==> src/rtl/uart_pkg.sv <==
// Shared types and elaboration helpers for the oversampling UART receive path.
`timescale 1ns/1ps
package uart_pkg;

    typedef enum logic [1:0] {
        PAR_NONE = 2'd0,
        PAR_ODD  = 2'd1,
        PAR_EVEN = 2'd2
    } parity_e;

    typedef enum logic [2:0] {
        IDLE      = 3'd0,
        START     = 3'd1,
        DATA      = 3'd2,
        PARITY    = 3'd3,
        STOP      = 3'd4,
        WAIT_IDLE = 3'd5
    } rx_state_e;

    function automatic int calc_div(input longint clk_hz, input longint baud, input longint os);
        longint den;
        den = baud * os;
        return int'((clk_hz + den / 64'sd2) / den);
    endfunction

    function automatic logic maj3(input logic a, input logic b, input logic c);
        return (a & b) | (a & c) | (b & c);
    endfunction

    // Expected parity bit for a zero-extended word; odd mode inverts the XOR.
    function automatic logic parity_bit(input logic [8:0] data, input logic odd);
        return (^data) ^ odd;
    endfunction

    function automatic bit params_ok(input int os, input int db, input int par,
                                     input int sb, input int div);
        return (os >= 8) && (os % 2 == 0) && (db >= 5) && (db <= 9) &&
               (par >= 0) && (par <= 2) && (sb >= 1) && (sb <= 2) && (div >= 2);
    endfunction

endpackage

==> src/rtl/uart_os_tick.sv <==
// Oversampling tick generator: one-cycle tick every DIV clocks, phase reset by clr.
`timescale 1ns/1ps
module uart_os_tick
    import uart_pkg::*;
#(
    parameter int DIV = 27
) (
    input  logic clk,
    input  logic rst,
    input  logic clr,
    output logic tick
);
    localparam int W = $clog2(DIV + 1);
    localparam logic [W-1:0] LAST = W'(DIV - 1);

    logic [W-1:0] cnt_q, cnt_d;
    logic         tick_q, tick_d;

    // Next divider count and registered tick
    always_comb begin
        if (clr) begin
            cnt_d = {W{1'b0}};
        end else if (cnt_q == LAST) begin
            cnt_d = {W{1'b0}};
        end else begin
            cnt_d = cnt_q + W'(1);
        end
        tick_d = !clr && (cnt_d == LAST);
    end

    // Divider state registers
    always_ff @(posedge clk) begin
        if (!rst) begin
            cnt_q  <= {W{1'b0}};
            tick_q <= 1'b0;
        end else begin
            cnt_q  <= cnt_d;
            tick_q <= tick_d;
        end
    end

    assign tick = tick_q;

endmodule

==> src/rtl/uart_rx_os.sv <==
// Oversampling UART receiver with 3-sample majority vote, parity/framing checks
// and a valid/ready output register that flags overrun on a dropped frame.
`timescale 1ns/1ps
module uart_rx_os
    import uart_pkg::*;
#(
    parameter int CLOCK_FREQUENCY = 50_000_000,
    parameter int BAUD_RATE       = 115200,
    parameter int OVERSAMPLE      = 16,
    parameter int DATA_BITS       = 8,
    parameter int PARITY          = 0,
    parameter int STOP_BITS       = 1
) (
    input  logic                 clk,
    input  logic                 rst,
    input  logic                 rx,
    output logic [DATA_BITS-1:0] m_data,
    output logic                 m_frame_err,
    output logic                 m_parity_err,
    output logic                 m_valid,
    input  logic                 m_ready,
    output logic                 overrun,
    output logic                 busy
);
    localparam int DIV = calc_div(CLOCK_FREQUENCY, BAUD_RATE, OVERSAMPLE);
    localparam int CW  = $clog2(OVERSAMPLE);
    localparam int H   = OVERSAMPLE / 2;
    localparam logic [CW-1:0] SAMP_A    = CW'(H - 1);
    localparam logic [CW-1:0] SAMP_B    = CW'(H);
    localparam logic [CW-1:0] SAMP_C    = CW'(H + 1);
    localparam logic [CW-1:0] CNT_LAST  = CW'(OVERSAMPLE - 1);
    localparam logic [3:0]    DATA_LAST = 4'(DATA_BITS - 1);
    localparam logic [3:0]    STOP_LAST = 4'(STOP_BITS - 1);
    localparam parity_e       PAR_MODE  = parity_e'(2'(PARITY));

    if (!params_ok(OVERSAMPLE, DATA_BITS, PARITY, STOP_BITS, DIV)) begin : g_param_err
        $error("uart_rx_os: illegal parameter combination");
    end

    logic [1:0]           sync_q, sync_d;
    logic                 prev_q, prev_d;
    rx_state_e            state_q, state_d;
    logic [CW-1:0]        cnt_q, cnt_d;
    logic [3:0]           idx_q, idx_d;
    logic                 s0_q, s0_d, s1_q, s1_d;
    logic [DATA_BITS-1:0] shift_q, shift_d;
    logic                 perr_q, perr_d, ferr_q, ferr_d, done_q, done_d;
    logic [DATA_BITS-1:0] m_data_q, m_data_d;
    logic                 m_ferr_q, m_ferr_d, m_perr_q, m_perr_d;
    logic                 m_valid_q, m_valid_d, overrun_q, overrun_d, busy_q, busy_d;

    logic rxs, tick, tick_clr, voted, vote_now, wrap, ferr_now;

    assign rxs      = sync_q[1];
    assign tick_clr = (state_q == IDLE);

    uart_os_tick #(.DIV(DIV)) u_tick (
        .clk  (clk),
        .rst  (rst),
        .clr  (tick_clr),
        .tick (tick)
    );

    // Receive FSM: synchroniser, sample capture, majority vote and frame sequencing
    always_comb begin
        sync_d   = {sync_q[0], rx};
        prev_d   = rxs;
        state_d  = state_q;
        idx_d    = idx_q;
        s0_d     = s0_q;
        s1_d     = s1_q;
        shift_d  = shift_q;
        perr_d   = perr_q;
        ferr_d   = ferr_q;
        done_d   = 1'b0;
        voted    = maj3(s0_q, s1_q, rxs);
        vote_now = tick && (cnt_q == SAMP_C);
        wrap     = tick && (cnt_q == CNT_LAST);
        ferr_now = ferr_q | ~voted;

        if (tick) begin
            cnt_d = wrap ? {CW{1'b0}} : cnt_q + CW'(1);
            if (cnt_q == SAMP_A) begin
                s0_d = rxs;
            end else if (cnt_q == SAMP_B) begin
                s1_d = rxs;
            end else begin
                s0_d = s0_q;
            end
        end else begin
            cnt_d = cnt_q;
        end

        case (state_q)
            IDLE: begin
                cnt_d = {CW{1'b0}};
                idx_d = 4'd0;
                if (prev_q && !rxs) begin
                    state_d = START;
                    perr_d  = 1'b0;
                    ferr_d  = 1'b0;
                end else begin
                    state_d = IDLE;
                end
            end
            START: begin
                if (vote_now && voted) begin
                    state_d = IDLE;
                end else if (wrap) begin
                    state_d = DATA;
                end else begin
                    state_d = START;
                end
            end
            DATA: begin
                if (vote_now) begin
                    shift_d = {voted, shift_q[DATA_BITS-1:1]};
                end else begin
                    shift_d = shift_q;
                end
                if (wrap && idx_q == DATA_LAST) begin
                    idx_d   = 4'd0;
                    state_d = (PAR_MODE != PAR_NONE) ? uart_pkg::PARITY : STOP;
                end else if (wrap) begin
                    idx_d = idx_q + 4'd1;
                end else begin
                    idx_d = idx_q;
                end
            end
            uart_pkg::PARITY: begin
                if (vote_now) begin
                    perr_d = voted != parity_bit(9'(shift_q), PAR_MODE == PAR_ODD);
                end else begin
                    perr_d = perr_q;
                end
                if (wrap) begin
                    state_d = STOP;
                end else begin
                    state_d = uart_pkg::PARITY;
                end
            end
            STOP: begin
                // The last stop bit completes at its final sample so a following
                // start edge can be caught without waiting for the bit end.
                if (vote_now && idx_q == STOP_LAST) begin
                    ferr_d  = ferr_now;
                    done_d  = 1'b1;
                    state_d = ferr_now ? WAIT_IDLE : IDLE;
                end else if (vote_now) begin
                    ferr_d = ferr_now;
                end else if (wrap) begin
                    idx_d = idx_q + 4'd1;
                end else begin
                    state_d = STOP;
                end
            end
            WAIT_IDLE: begin
                if (rxs) begin
                    state_d = IDLE;
                end else begin
                    state_d = WAIT_IDLE;
                end
            end
            default: begin
                state_d = IDLE;
            end
        endcase
        busy_d = (state_d != IDLE);
    end

    // Output holding register with overrun detection
    always_comb begin
        m_data_d  = m_data_q;
        m_ferr_d  = m_ferr_q;
        m_perr_d  = m_perr_q;
        m_valid_d = m_valid_q;
        overrun_d = 1'b0;
        if (done_q) begin
            if (!m_valid_q || m_ready) begin
                m_data_d  = shift_q;
                m_ferr_d  = ferr_q;
                m_perr_d  = perr_q;
                m_valid_d = 1'b1;
            end else begin
                overrun_d = 1'b1;
            end
        end else if (m_valid_q && m_ready) begin
            m_valid_d = 1'b0;
        end else begin
            m_valid_d = m_valid_q;
        end
    end

    // State and output registers
    always_ff @(posedge clk) begin
        if (!rst) begin
            sync_q    <= 2'b11;
            prev_q    <= 1'b1;
            state_q   <= IDLE;
            cnt_q     <= {CW{1'b0}};
            idx_q     <= 4'd0;
            s0_q      <= 1'b1;
            s1_q      <= 1'b1;
            shift_q   <= {DATA_BITS{1'b0}};
            perr_q    <= 1'b0;
            ferr_q    <= 1'b0;
            done_q    <= 1'b0;
            m_data_q  <= {DATA_BITS{1'b0}};
            m_ferr_q  <= 1'b0;
            m_perr_q  <= 1'b0;
            m_valid_q <= 1'b0;
            overrun_q <= 1'b0;
            busy_q    <= 1'b0;
        end else begin
            sync_q    <= sync_d;
            prev_q    <= prev_d;
            state_q   <= state_d;
            cnt_q     <= cnt_d;
            idx_q     <= idx_d;
            s0_q      <= s0_d;
            s1_q      <= s1_d;
            shift_q   <= shift_d;
            perr_q    <= perr_d;
            ferr_q    <= ferr_d;
            done_q    <= done_d;
            m_data_q  <= m_data_d;
            m_ferr_q  <= m_ferr_d;
            m_perr_q  <= m_perr_d;
            m_valid_q <= m_valid_d;
            overrun_q <= overrun_d;
            busy_q    <= busy_d;
        end
    end

    assign m_data       = m_data_q;
    assign m_frame_err  = m_ferr_q;
    assign m_parity_err = m_perr_q;
    assign m_valid      = m_valid_q;
    assign overrun      = overrun_q;
    assign busy         = busy_q;

endmodule

==> config.mk <==
export PLATFORM = sky130hd
export DESIGN_NAME = uart_rx_os
export DESIGN_NICKNAME = d
export VERILOG_FILES = /design/src/rtl/uart_pkg.sv /design/src/rtl/uart_os_tick.sv /design/src/rtl/uart_rx_os.sv
export SDC_FILE = /design/constraint.sdc
export NUM_CORES = 1
export LEC_CHECK = 0
export CORE_AREA = 4 4 60 76
export CTS_CLUSTER_DIAMETER = 80
export DETAILED_ROUTE_END_ITERATION = 8
export DIE_AREA = 0 0 64 80
export GPL_TIMING_DRIVEN = 1
export HOLD_SLACK_MARGIN = 0.08
export PLACE_DENSITY = 0.73
export SYNTH_ARGS = -nofsm -noshare
export SYNTH_HDL_FRONTEND = slang
export SYNTH_SLANG_ARGS = --single-unit
==> constraint.sdc <==
create_clock -name clk -period 2.84 [get_ports clk]
set_input_delay 0.71 -clock clk [delete_from_list [all_inputs] [get_ports clk]]
set_output_delay 0.71 -clock clk [all_outputs]
set_load 0.005 [all_outputs]
==> key figures, run 1 <==
GRT
  – Global-route wire length before repair: 6150 um
  – Initial antenna violation count: 0
  – Overflow after GRT: 0
  – Number of global-route vias before repair: 1372
  – Pin count of the biggest net entering global routing: 15
  – Gr usage total: 15.4%

Routing
  – Via density: 4.95
  – WL/cell: 11.4 um
  – WL final: 3370 um
  – Total number of vias: 1459
  – # DRC: 0
  – Starting DRT DRC Count: 31
  – DRT antenna net count: 0
  – 1st-pass router iterations: 4

Setup path
  – Worst path required time: 3020 ps
  – Worst reg2reg path startpoint: cnt_q[1]
  – Worst path slowest cell: nand2b_1
  – Crit path max fanout: 10
  – Startpoint types: input pin
  – Crit path from: m_ready
  – CP Buf/Inv Count: 1
  – Cells along the critical path: clkdlybuf4s50_1 > nor2b_1 > nand2b_1 > mux2i_1 > nor2_1
  – Worst path arrival time: 2070 ps
  – Top Family by Delay on Critical Path: simple AND/OR/NAND/NOR gates
  – Worst setup EP type: flop
  – WS Path Type: input pin to flop
  – CP max stage delay: 500 ps

Power and ir drop
  – Pint: 0.919 mW
  – Clock share of power: 40.9%
  – Switching share of power: 20.1%
  – Combinational share of power: 2.4%
  – VDD IR max: 0.335 mV
  – Leak: 0.958 nW
  – Power per Cell Area: 483 mW/mm2
  – Sequential group share of total power: 56.7%
  – NetSw: 0.230 mW

Hold path
  – Hold Path Class: flop to flop
  – Worst Hold Launch: sync_q[0]

Place
  – Dpl cells: 287
  – DP Worst Slack: 615 ps
  – GP Congestion: 0.759
  – HPWL Detailed: 2510 um
  – Port Buf Inserts: 16

Timing
  – Slew margin rel.: 61.5%
  – RSZ-0062 raised after global routing: no
  – Total negative slack: 0 ps
  – Clock skew: 5.27 ps
  – Worst-margin pin slew: 577 ps
  – Finish-stage setup viols: 0
  – Max-slew violation count: 0
  – Endpoints failing hold: 0
  – Final WS setup: 943 ps
  – Final worst path period need: 1900 ps
  – Peak Freq: 527 MHz
  – Final worst-path cycle share: 66.8%

Finish
  – Most common cell after layout, fill and taps aside: dfxtp_1
  – Antenna diodes: 0
  – Most frequent cells in the layout: dfxtp_1 (46), nor2_1 (42), mux2i_1 (21)
  – # fillers: 331
  – Share of layout cells above drive strength 1: 7.47%
  – Area grow syn2layout: 15.5%
  – # nets final: 251
  – Non-filler cells, final: 295

CTS
  – Num CTS Buffers: 5
  – Worst-skew pair later-pin latency: 300 ps
  – CTS sink cnt: 46
  – Root Buffer: clkbuf_8
  – CTS Hold Bufs: 0
  – H-tree depth: 2
  – CTS tree: done
  – Clock buffer depth: 2
  – Post-CTS sizing: 0
  – Number of post-CTS setup repair buffers: 0
  – Clk slew on worst S/H paths: 80 ps

Synthesis
  – Post-Syn Area: 0.00206 mm2
  – Main combinational cell family by area after synthesis: simple AND/OR/NAND/NOR gates
  – EDFF count, synth: 0
  – Synthesized area per cell: 9.28 um2
  – Xor/xnor share of the synthesized area: 6.99%
  – Yosys reg bits: 46
  – Synth Area in Compound Gates: 5.71%
  – YS warnings: 0
  – Asr flop ratio synth: 0%
  – Simple-gate area share of the yosys netlist: 22.8%
  – Net Count, Synth: 233
  – Syn Inst Count: 222
  – Synth unique cells: 41
  – Mux share of post-synthesis cell area: 11.5%
  – Synth Area in Adders: 4.92%
  – Primary FF master, synth: dfxtp_1
  – Sequential fraction of the synthesis area: 44.7%

Flow run
  – Maxcap violations: 0

Outcome
  – Status: finished, final reports clean

Die
  – Area of the die: 0.00512 mm2
  – FP Rows: 25
  – Die height: 80 um
  – Core Region: 0.00378 mm2
  – Die width: 64 um
  – Initial Utilization: 54.4%
  – Io pins: 17
power groups by stage:
| stage | Sequential (mW) | Clock (mW) | Combinational [mW] |
|---|---|---|---|
| global placement | 0.667 | 0 | 0.0280 |
| floorplan | 0.665 | 0 | 0.0187 |
| global route | 0.653 | 0.517 | 0.0318 |
| detailed placement | 0.667 | 0 | 0.0282 |
| finish | 0.652 | 0.469 | 0.0277 |
| CTS | 0.652 | 0.485 | 0.0282 |
layout make-up:
cell class | count | area (um2) | share of cell area [%]
clock buffers | 5 | 68.8 | 2.89
clock inverters | 3 | 40.0 | 1.68
inverters | 10 | 37.5 | 1.58
multi-input cells | 159 | 1070 | 44.9
flip-flops and latches | 46 | 921 | 38.7
well taps | 54 | 67.6 | 2.84
repair buffers | 18 | 175 | 7.36
per-stage QoR:
stage / util (%) / instance area [um2] / power [mW] / hold WS, ps
finish: 62.8 / 2380 / 1.15 / 415
global route: 62.8 / 2380 / 1.20 / 431
CTS: 62.8 / 2380 / 1.17 / 420
detailed placement: 60.0 / 2270 / 0.695 / 398
global placement: 60.0 / 2270 / 0.695 / 392
floorplan: - / 2060 / 0.684 / 386
logic make-up after synthesis:
group	count (synthesis)
xor gates and xnor gates	14
AOI/OAI and AO/OA	18
DFF	46
buffers and inverters	17
muxes	23
adders and majority gates	8
and+or+nand+nor	96
synthesized netlist by cell type (all sizes together) (3+ instances only):
library cell / instances / share of area, %
nor4: 3 / 0.91
nor3: 3 / 1.3
nor2: 43 / 8.0
mux2i: 21 / 10
nand2: 20 / 3.6
a21oi: 6 / 1.5
xnor2: 8 / 3.8
clkbuf: 4 / 0.73
nand3b: 3 / 1.1
buf: 3 / 0.85
o21ai: 3 / 0.73
nand2b: 8 / 2.4
dfxtp: 46 / 45
nand3: 5 / 1.2
ha: 7 / 4.3
inv: 10 / 1.8
xor2: 5 / 2.1
per-layer routing:
layer	track usage, %	up-vias	part of all wire, %
met4	7.13	0	2.1
met1	17.7	653	45
li1	-	777	-
met2	26.5	22	50
met3	3.94	7	3.4
met5	0	-	0
state kept, by name (all words and copies together) (netlist names):
register and flops:
sync_q 2, u_tick.tick 1, shift_q 8, s1_q 1
state_q 3, busy 1, s0_q 1, m_valid 1
done_q 1, ferr_q 1, cnt_q 4, m_frame_err 1
perr_q 1, m_parity_err 1, idx_q 4, prev_q 1
overrun 1, m_data 8, u_tick.cnt_q 5
final timing paths:
kind,slack [ps],end,cells after the start
worst max-delay path,940,m_data[0],5
worst min-delay path,410,sync_q[1],1
worst max register to register,1040,shift_q[3],6
worst min register to register,410,sync_q[1],1
Note: power is estimated with default switching activity, not from simulation.
==> run 2: changes to the inputs <==
- CORE_AREA: 4 4 60 76 -> 4 4 62 79
- DIE_AREA: 0 0 64 80 -> 0 0 66 83
- PLACE_DENSITY: 0.73 -> 0.71
- clock period: 2.84 -> 1.65 ns (I/O delays scaled with it)
==> run 2 against run 1 <==
Against the previous run: sequential cell count unchanged; setup slack got worse by 850 ps; register-to-register slack got worse by 920 ps; hold slack gained 15 ps; global-route usage down 0.70 points; clock-buffer cell count is 2 higher.
==> key figures, run 2 (synthesized netlist as in run 1, its figures left out) <==
Setup path
  – Crit path max fanout: 2
  – Cells along the critical path: clkdlybuf4s50_1
  – Worst path arrival time: 1140 ps
  – Worst reg2reg path startpoint: cnt_q[1]
  – Top Family by Delay on Critical Path: buffers and inverters
  – R2r setup slk: 120 ps
  – Worst path required time: 1240 ps
  – RR Endpoint: perr_q
  – Worst path slowest cell: clkdlybuf4s50_1
  – Worst setup EP type: output pin
  – CP Buf/Inv Count: 1
  – CP max stage delay: 500 ps
  – Startpoint types: flop
  – R2R depth: 6
  – WS Path Type: flop to output pin

CTS
  – CTS sink cnt: 46
  – CTS Hold Bufs: 0
  – H-tree depth: 2
  – CTS tree: done
  – Num CTS Buffers: 5
  – Clock buffer depth: 2
  – Clk slew on worst S/H paths: 80 ps
  – Root Buffer: clkbuf_8
  – Worst-skew pair later-pin latency: 290 ps

Routing
  – Total number of vias: 1560
  – Met1 WL: 1580 um
  – Via density: 4.98
  – 1st-pass router iterations: 4
  – WL final: 3650 um
  – Routed wl met2: 1830 um
  – Max layer used: met4
  – # DRC: 0
  – WL/cell: 11.7 um
  – Met3 WL post-DR: 148 um
  – Starting DRT DRC Count: 69
  – DRT antenna net count: 0

Timing
  – Clock skew: 5.03 ps
  – Finish-stage setup viols: 0
  – Final worst path period need: 1550 ps
  – Total negative slack: 0 ps
  – RSZ-0062 raised after global routing: no
  – Slew margin rel.: 73.1%
  – Final worst-path cycle share: 94.0%
  – Final WS setup: 98.2 ps
  – Max-slew violation count: 0
  – Peak Freq: 644 MHz
  – Worst-margin pin slew: 402 ps
  – Endpoints failing hold: 0

Hold path
  – Hold Path End: sync_q[1]
  – Worst Hold Launch: sync_q[0]
  – Hold Path Class: flop to flop
  – Cells on Worst Hold Path: 1

Die
  – Io pins: 17
  – Initial Utilization: 48.8%
  – FP Rows: 27
  – Area of the die: 0.00548 mm2
  – Die width: 66 um
  – Die height: 83 um
  – Core Region: 0.00422 mm2

GRT
  – Number of global-route vias before repair: 1458
  – Gr usage total: 14.7%
  – Pin count of the biggest net entering global routing: 22
  – Global-route wire length before repair: 6440 um
  – Initial antenna violation count: 0
  – Overflow after GRT: 0

Place
  – HPWL Detailed: 2660 um
  – Dpl cells: 303
  – GP Congestion: 0.793
  – DP Worst Slack: 4.07 ps
  – Area post-placement: 0.00239 mm2
  – Port Buf Inserts: 16

Finish
  – Most frequent cells in the layout: dfxtp_1 (44), nor2_1 (42), mux2i_1 (20), nand2_1 (20), clkdlybuf4s50_1 (16)
  – Share of layout cells above drive strength 1: 14.9%
  – Most common cell after layout, fill and taps aside: dfxtp_1
  – # fillers: 380
  – Non-filler cells, final: 313
  – # nets final: 265
  – Area grow syn2layout: 23.3%
  – Antenna diodes: 0
  – Design Area, Final: 0.00254 mm2

Flow run
  – Maxcap violations: 0

Power and ir drop
  – Leak: 1.05 nW
  – Power per Cell Area: 734 mW/mm2
  – VDD IR max: 0.610 mV

Outcome
  – Status: finished, final reports clean
-- run 2: area by class of cell --
cell class                      instances  area (um2)  share of cell area (%)
Inverter                               10        37.5                    1.48
Clock buffer                            7        86.3                    3.40
Tap cell                               58        72.6                    2.86
Multi-Input combinational cell        159        1100                    43.4
Timing Repair Buffer                   32         309                    12.2
Clock inverter                          1        5.00                   0.197
Sequential cell                        46         926                    36.5
-- run 2: worst max path at each step --
stage          startpoint     endpoint  slack (ps)  cells after the start
6_report        m_data[7]    m_data[7]         100                      1
5_1_grt          cnt_q[0]         busy           2                      6
4_1_cts          cnt_q[1]   shift_q[1]          50                      7
3_5_place_dp     cnt_q[1]   shift_q[5]           4                      7
3_3_place_gp      m_ready  m_frame_err          40                      6
2_1_floorplan    cnt_q[1]   shift_q[0]          90                      6
-- run 2: power by group --
group | internal, mW | leakage, nW | switching, mW
registers | 1.11 | 0.373 | 0.00646
logic | 0.0244 | 0.624 | 0.0306
clock network | 0.338 | 0.0482 | 0.352
total | 1.48 | 1.05 | 0.389
-- run 2: metal layers --
layer | global-route usage, % | vias to the layer above
met2 | 24.6 | 28
met3 | 3.79 | 8
met1 | 17.3 | 721
met5 | 0 | -
li1 | - | 803
met4 | 6.47 | 0
-- run 2: what timing repair did --
action	in CTS	in global routing
setup buffers	0	2
cloned	0	0
gates resized for setup	1	10
pin swaps	0	3
setup endpoints to repair	2	14
-- run 2: per-stage QoR --
step	hold WS, ps	util, %	power [mW]
after floorplan	386	-	1.18
after global placement	396	56.6	1.20
after detailed placement	417	56.6	1.20
final	430	60.1	1.86
after CTS	438	59.0	1.89
after global routing	452	60.1	1.94
==> run 3: changes to the inputs <==
- CORE_AREA: 4 4 62 79 -> 4 4 63 79
- DIE_AREA: 0 0 66 83 -> 0 0 67 83
- PLACE_DENSITY: 0.71 -> 0.7
- SETUP_SLACK_MARGIN: not set -> 0.05
==> run 3 against run 2 <==
Against the previous run: sequential cell count unchanged; highest routed layer unchanged; via count down 0.96%; first-iteration DRC count fell by 10%; die area up 1.5%; power grew 7.6%; largest cell class unchanged; critical endpoint is now idx_q[1]; maximum frequency down 0.13%; clock-buffer cell count decreased by 1; sequential share of layout area decreased by 0.28 points; clock power rose by 21%; combinational power up 2%; core utilization fell by 0.33 points.
==> key figures, run 3 (synthesized netlist as in run 1, its figures left out) <==
Hold path
  – Hold Path End: sync_q[1]
  – Worst Hold Launch: sync_q[0]
  – Hold Path Class: flop to flop
  – Cells on Worst Hold Path: 1

Finish
  – Area grow syn2layout: 24.6%
  – Most frequent cells in the layout: dfxtp_1 (44), nor2_1 (42), mux2i_1 (21)
  – # nets final: 266
  – Antenna diodes: 0
  – Non-filler cells, final: 313
  – Most common cell after layout, fill and taps aside: dfxtp_1
  – Share of layout cells above drive strength 1: 14.9%

GRT
  – Pin count of the biggest net entering global routing: 14
  – Number of global-route vias before repair: 1475
  – Initial antenna violation count: 0
  – Global-route wire length before repair: 6290 um
  – Overflow after GRT: 0
  – Gr usage total: 14.3%

Place
  – HPWL Detailed: 2720 um
  – GP Congestion: 0.825
  – Port Buf Inserts: 16
  – Dpl cells: 304

Timing
  – RSZ-0062 raised after global routing: yes
  – Final worst-path cycle share: 94.2%
  – Clock skew: 10.3 ps
  – Total negative slack: 0 ps
  – Max-slew violation count: 0
  – Final worst path period need: 1550 ps
  – Peak Freq: 644 MHz
  – Finish-stage setup viols: 0
  – Endpoints failing hold: 0
  – Slew margin rel.: 75.8%
  – Worst-margin pin slew: 363 ps

CTS
  – Worst-skew pair later-pin latency: 290 ps
  – Clk slew on worst S/H paths: 80 ps
  – H-tree depth: 2
  – CTS Hold Bufs: 0
  – CTS sink cnt: 46
  – Clock buffer depth: 2
  – CTS tree: done
  – Root Buffer: clkbuf_8
  – Num CTS Buffers: 5

Routing
  – # DRC: 0
  – Starting DRT DRC Count: 62
  – Total number of vias: 1545
  – WL final: 3630 um
  – DRT antenna net count: 0
  – 1st-pass router iterations: 4
  – Via density: 4.94
  – WL/cell: 11.6 um

Power and ir drop
  – Power per Cell Area: 782 mW/mm2
  – Leak: 1.06 nW
  – VDD IR max: 0.477 mV

Setup path
  – WS Path Type: flop to flop
  – RR Endpoint: idx_q[1]
  – Startpoint types: flop
  – Worst path arrival time: 1730 ps
  – Worst path required time: 1830 ps
  – Worst setup EP type: flop
  – Worst reg2reg path startpoint: cnt_q[0]
  – R2r setup slk: 100 ps
  – R2R depth: 6
  – Crit path max fanout: 6

Flow run
  – Maxcap violations: 0

Die
  – Die width: 67 um
  – Io pins: 17
  – Die height: 83 um
  – Core Region: 0.00429 mm2
  – FP Rows: 27
  – Initial Utilization: 48.0%
  – Area of the die: 0.00556 mm2

Outcome
  – Status: finished, final reports clean
## run 3: report_power, final
group | internal, mW | total, mW | switching [mW]
logic | 0.0260 | 0.0560 | 0.0299
clock network | 0.484 | 0.833 | 0.349
registers | 1.11 | 1.12 | 0.00613
## run 3: through the flow
stage | area [um2] | hold slack, ps | util (%) | setup WS [ps] | power [mW]
6_report | 2570 | 410 | 59.8 | 96.2 | 2.01
5_1_grt | 2570 | 463 | 59.8 | -37.1 | 2.09
4_1_cts | 2530 | 411 | 59.0 | 40.3 | 2.04
3_5_place_dp | 2380 | 392 | 55.6 | -12.6 | 1.20
3_3_place_gp | 2380 | 394 | 55.6 | -13.9 | 1.20
2_1_floorplan | 2060 | 386 | - | 87.9 | 1.18
## run 3: critical path: stages, from the launching register on
cell and delay [ps]:
dfxtp_4 390, ha_4 130, nand4_1 230, nor3b_2 320, buf_4 160, mux2i_1 170, nor2_1 50
## run 3: timing repair
| item | in CTS | in global routing |
|---|---|---|
| setup buffers | 2 | 0 |
| setup endpoints to repair | 13 | 14 |
| gates cloned | 0 | 0 |
| pin swaps | 3 | 5 |
| gates resized for setup | 5 | 6 |
## run 3: how the worst max path moves through the flow
stage / start / endpoint / slack, ps / cells after the start
floorplan: cnt_q[1] / shift_q[0] / 90 / 6
global route: cnt_q[0] / idx_q[3] / -40 / 6
finish: cnt_q[0] / idx_q[1] / 100 / 6
CTS: cnt_q[0] / idx_q[1] / 40 / 6
detailed placement: cnt_q[0] / idx_q[3] / -10 / 6
global placement: rst / done_q / -10 / 4
## run 3: layout make-up
type | instances | area, um2
fill | 393 | 1720
multi-input combinational | 159 | 1110
sequential | 46 | 928
timing repair buffer | 33 | 300
clock buffer | 6 | 82.6
tap | 58 | 72.6
inverter | 10 | 37.5
clock inverter | 1 | 30.0
## run 3: per-layer routing
| layer | GRT usage, % | up-vias | share of wire (%) |
|---|---|---|---|
| met5 | 0 | - | 0 |
| met4 | 4.43 | 0 | 1.5 |
| met3 | 3.65 | 4 | 3.4 |
| met2 | 26.0 | 23 | 53 |
| met1 | 15.6 | 711 | 42 |
| li1 | - | 807 | - |
